## config.mk

```make
export PLATFORM = sky130hd
export DESIGN_NAME = div32_seq
export DESIGN_NICKNAME = d
export VERILOG_FILES = /design/src/rtl/cpu32_div_pkg.sv /design/src/rtl/adder32.sv /design/src/rtl/div32_seq.sv
export SDC_FILE = /design/constraint.sdc
export NUM_CORES = 1
export LEC_CHECK = 0
export ABC_AREA = 1
export ABC_CLOCK_PERIOD_IN_PS = 7300
export CAP_MARGIN = 20
export CELL_PAD_IN_SITES_DETAIL_PLACEMENT = 0
export CELL_PAD_IN_SITES_GLOBAL_PLACEMENT = 1
export CORE_MARGIN = 3
export CORE_UTILIZATION = 45
export CTS_BUF_LIST = sky130_fd_sc_hd__clkbuf_8
export DETAILED_ROUTE_END_ITERATION = 10
export MAX_ROUTING_LAYER = met4
export PLACE_DENSITY = 0.95
export SYNTH_ARGS = -nofsm -noshare
export SYNTH_HDL_FRONTEND = slang
export SYNTH_SLANG_ARGS = --single-unit
export TNS_END_PERCENT = 1
```

## constraint.sdc

```tcl
create_clock -name clk -period 7.3 [get_ports clk]
set_input_delay 0.73 -clock clk [delete_from_list [all_inputs] [get_ports clk]]
set_output_delay 0.73 -clock clk [all_outputs]
set_load 0.1 [all_outputs]
```

## src/rtl/cpu32_div_pkg.sv

```systemverilog
// Shared definitions for the sequential divider and the pipeline stall logic.
package cpu32_div_pkg;

  typedef enum logic [2:0] {
    IDLE,
    ABSA,
    ABSB,
    RUN,
    NEGQ,
    NEGR
  } div_state_e;

  localparam int DIV_ITERS   = 32;
  localparam int DIV_LATENCY = 37;
  localparam int DIV_CNT_W   = $clog2(DIV_ITERS);

endpackage

```

## src/rtl/adder32.sv

```systemverilog
// 32-bit add/subtract datapath: sub=1 computes a - b as a + ~b + 1.
module adder32 (
  input  logic [31:0] a,
  input  logic [31:0] b,
  input  logic        sub,
  output logic [31:0] sum,
  output logic        carry_out,
  output logic        overflow
);

  logic [31:0] bx;
  logic [32:0] full;

  always_comb begin
    bx        = sub ? ~b : b;
    full      = {1'b0, a} + {1'b0, bx} + {32'd0, sub};
    sum       = full[31:0];
    carry_out = full[32];
    // Signed overflow: same-sign operands giving a result of the other sign.
    overflow  = (a[31] == bx[31]) & (sum[31] != a[31]);
  end

endmodule

```

## src/rtl/div32_seq.sv

```systemverilog
// Fixed-latency signed/unsigned 32-bit restoring divider that time-shares one adder32
// across abs-value, iteration and sign fix-up steps.
module div32_seq
  import cpu32_div_pkg::*;
#(
  parameter int XLEN = 32
) (
  input  logic            clk,
  input  logic            rst,
  input  logic            start,
  input  logic            signed_op,
  input  logic [XLEN-1:0] dividend,
  input  logic [XLEN-1:0] divisor,
  output logic            busy,
  output logic            done,
  output logic [XLEN-1:0] quotient,
  output logic [XLEN-1:0] remainder,
  output logic            div_by_zero
);

  div_state_e           state;
  logic [DIV_CNT_W-1:0] cnt;
  logic [XLEN-1:0]      r, q, d;
  logic                 sgn, a_neg, b_neg, d_zero;

  logic [XLEN-1:0]      add_a, add_b, sum, shifted;
  logic                 add_sub, carry, accept, nq, nr;
  logic                 unused_ovf;

  adder32 u_add (
    .a         (add_a),
    .b         (add_b),
    .sub       (add_sub),
    .sum       (sum),
    .carry_out (carry),
    .overflow  (unused_ovf)
  );

  assign shifted = {r[XLEN-2:0], q[XLEN-1]};
  // R[31] set means the shifted partial remainder exceeds 32 bits, so it always covers D.
  assign accept  = r[XLEN-1] | carry;
  assign nq      = sgn & (a_neg ^ b_neg) & ~d_zero;
  assign nr      = sgn & a_neg;

  always_comb begin
    add_a   = '0;
    add_b   = '0;
    add_sub = 1'b0;
    unique case (state)
      ABSA: begin add_b = q; add_sub = sgn & a_neg; end
      ABSB: begin add_b = d; add_sub = sgn & b_neg; end
      RUN:  begin add_a = shifted; add_b = d; add_sub = 1'b1; end
      NEGQ: begin add_b = q; add_sub = nq; end
      NEGR: begin add_b = r; add_sub = nr; end
      default: ;
    endcase
  end

  always_ff @(posedge clk) begin
    if (rst) begin
      state       <= IDLE;
      cnt         <= '0;
      r           <= '0;
      q           <= '0;
      d           <= '0;
      sgn         <= 1'b0;
      a_neg       <= 1'b0;
      b_neg       <= 1'b0;
      d_zero      <= 1'b0;
      busy        <= 1'b0;
      done        <= 1'b0;
      quotient    <= '0;
      remainder   <= '0;
      div_by_zero <= 1'b0;
    end else begin
      done <= 1'b0;
      unique case (state)
        IDLE: if (start) begin
          q      <= dividend;
          d      <= divisor;
          sgn    <= signed_op;
          a_neg  <= dividend[XLEN-1];
          b_neg  <= divisor[XLEN-1];
          d_zero <= (divisor == '0);
          busy   <= 1'b1;
          state  <= ABSA;
        end
        ABSA: begin
          q     <= sum;
          state <= ABSB;
        end
        ABSB: begin
          d     <= sum;
          r     <= '0;
          cnt   <= '0;
          state <= RUN;
        end
        RUN: begin
          r   <= accept ? sum : shifted;
          q   <= {q[XLEN-2:0], accept};
          cnt <= cnt + 1'b1;
          if (cnt == DIV_CNT_W'(DIV_ITERS - 1)) state <= NEGQ;
        end
        NEGQ: begin
          quotient <= sum;
          state    <= NEGR;
        end
        NEGR: begin
          remainder   <= sum;
          div_by_zero <= d_zero;
          done        <= 1'b1;
          busy        <= 1'b0;
          state       <= IDLE;
        end
        default: state <= IDLE;
      endcase
    end
  end

endmodule

```

==> impl_results.md <==
- Status: finished clean
- CP Cell Sequence: nand2_2 > inv_2 > nand4_2 > nand3_4 > xnor2_1 > fa_1 > nand3_1 > nand3_1 > a21oi_2 > o21bai_2 > nand2_1 > nand2_1 > nand4_1 > nand3_1 > inv_1 > nand2_1 > o211ai_1 > a21oi_1
- RSZ-0062 raised after global routing: false
- Synth warnings: 0
- Power per cell area: 225 nW/um^2
- Die height: 158 microns
- ANT cells: 0
- Global-route wire length before repair: 55,000 microns
- Area occupied by multi-input gates: between 5000 and 6000 sq um
- Synth-to-layout area growth: 17.6%
- CTS tree: done
- Critical-path cell with the highest stage delay: inv_1
- Crit end category: register
- Count leader, synth: inv_1
- Ys async rst share: 0%
- Power Internal: 1580 uW
- Initial Util: 45.9%
- Final wirelength: 35,900 microns
- Clk buf depth: 2
- Register area: around 3500 sq um
- Max Fclk: between 0.15 and 0.2 GHz
- Routability Congestion: 0.969
- Final min period: ~5700 ps
- Fin. max-slew vios: 0
- Worst Path Arrival: 6080 ps
- Fillers: 2,184
- Reg power frac: ~40%
- H-tree Lvls: 4
- Synth cell types: 52
- Maxcap violations: 0
- Largest net degree at the start of global routing: 76
- WHS: between 400 and 500 ps
- Core area: 22,700 sq um
- Die footprint: roughly 25,000 sq um
- CP max FO: 42
- Total gr overflow: 0
- Dpl hpwl: roughly 26,000 microns
- Synth area leader: dfxtp_1
- Combinational fraction of design power: 35.5%
- Top_reg_cell synth: dfxtp_1
- Final ANT Viol Nets: 0
- CP Class: register to register
- Final Hold Fails: 0
- Routed vias/inst: 5.81
- Slew HR: 32.2%
- Slew @ Worst Pin: 1010 ps
- First-pass iteration count of the detailed router: 6
- IO Port Bufs: 134
- Final Net Count: 1,681
- Post-synth EDFFs: 0
- Clock Skew: 18.8 ps
- Core Util, Final: between 50% and 60%
- Final WS setup: 1550 ps
- Fin crit share: 78.7%
- Syn Nets: about 1,600
- Switch Pwr: 1180 uW
- Clock Power Share: 24.4%
- Ports: approximately 140
- Root Buffer: clkbuf_8
- Mean post-synth cell area: 6.95 sq um
- R2R Setup Slk: roughly 1600 ps
- Fin Setup TNS: 0 ps
- Initial DRC Count: about 1,200
- CTS Buf Count: 17
- Synth Cell Area: between 10,000 and 15,000 sq um
- Layout cells sized above 1: 6.09%
- Total track usage: between 20% and 30%
- Initial antenna violation count: 0
- Vias: 10,900
- Hold buffers post-CTS: 0
- Setup crit start kind: register
- Reg clk slew, reported paths: approximately 100 ps
- Required time worst endpoint: roughly 7600 ps
- Mapped Cells: 1,501
- Post-synth top area share: 33.6%
- Synth area leaders: dfxtp_1 34%, inv_1 8.2%, nand2_1 7.7%
- Leak: 0.00533 uW
- Worst Hold Class: register to register
- DIE WIDTH: about 160 microns
- Routed len/inst: 19.1 microns
- Row cnt: 55
- Critical Path Max Stage Delay: 800 ps
- VDD IR max: between 0.0001 and 0.00015 V
- Sequential share of the synthesized area: between 30% and 40%
- Vias in the first global route: 10,100
- Post-synth top cells: 227 x inv_1, 215 x nand2_1, 175 x dfxtp_1
- Clock Latency Late Sink: between 400 and 500 ps
- Post-cts sizing count: 0
- Final setup viols: 0
- CTS sink count: 175
- Setup bufs post-CTS: 0
- FF+latch count, synth: 175
- Sw Share: 42.7%
- Remaining DRCs: 0
- Place WS: roughly 1600 ps
cell families after synthesis:
logic type                 Yosys count  share of synthesized area [%]
DFF                                175                           33.6
AOI/OAI and AO/OA                  474                           27.3
and+or+nand+nor                    444                           18.5
xor gates and xnor gates            51                           4.57
adders and majority gates           34                           4.15
buffers and inverters              323                           11.9
metrics by stage:
step	instances	power, uW	cell area [sq um]
after floorplan	1501	1750	10400
final	1877	2760	12300
after global placement	1844	2060	11900
after global routing	1877	2870	12300
after CTS	1876	2720	12200
after detailed placement	1844	2070	11900
path summary, 6_finish.rpt:
check / start / to / depth (start not counted)
setup / recovery: state[2] / r[19] / 18
hold / removal: r[4] / r[4] / 2
setup reg to reg: state[2] / r[19] / 18
hold reg to reg: r[4] / r[4] / 2
power groups by stage:
stage | clock, uW | combinational (uW) | sequential (uW)
finish | 672 | 980 | 1110
global route | 705 | 1050 | 1110
CTS | 675 | 947 | 1100
detailed placement | 0 | 943 | 1120
global placement | 0 | 935 | 1120
floorplan | 0 | 569 | 1180
layout by cell type (no fill, tap or decap), types with 11 or more instances in the layout:
master | Yosys | final
clkdlybuf4s50_1 | 0 | 133
o21bai_1 | 21 | 21
a31oi_1 | 16 | 16
nor2_1 | 134 | 132
inv_1 | 227 | 226
o22ai_1 | 34 | 34
o21ai_0 | 131 | 131
nand3_1 | 39 | 39
nand2_1 | 215 | 215
dfxtp_1 | 175 | 175
a221oi_1 | 36 | 36
xnor2_1 | 15 | 15
o211ai_1 | 40 | 40
ha_1 | 33 | 33
nand2_2 | 14 | 14
xor2_1 | 32 | 32
buf_4 | 4 | 11
clkbuf_8 | 0 | 17
a21oi_1 | 153 | 153
worst max-delay path: cells and delay by family (launching register included):
| family | cells | cell delay [ps] |
|---|---|---|
| flops | 1 | 590 |
| simple gates | 10 | 2220 |
| buf+inv | 2 | 1440 |
| xor+xnor | 1 | 240 |
| compound gates | 4 | 610 |
| fa+ha+maj | 1 | 470 |
flip-flops by register name, summed over array words and instances, names as in the netlist:
| signal | cells |
|---|---|
| d_zero | 1 |
| d | 32 |
| b_neg | 1 |
| div_by_zero | 1 |
| quotient | 32 |
| a_neg | 1 |
| r | 32 |
| done | 1 |
| sgn | 1 |
| q | 32 |
| cnt | 5 |
| remainder | 32 |
| state | 3 |
| busy | 1 |
layer usage:
metal	vias to the layer above	track usage [%]	wire (microns)
met5	-	-	0
met4	0	8.85	911
met3	67	5.77	3470
met2	513	43.7	15900
met1	5163	39.1	15700
li1	5169	-	-
area by class of cell:
cell class                 count  share of cell area, %
clock inverter                15                   1.25
timing repair buffer         146                   11.8
sequential                   175                   28.6
multi-input combinational   1003                   46.4
tap                          285                   2.91
clock buffer                  17                   1.91
inverter                     236                   7.23
No activity file was read; power rests on OpenSTA's default activity.
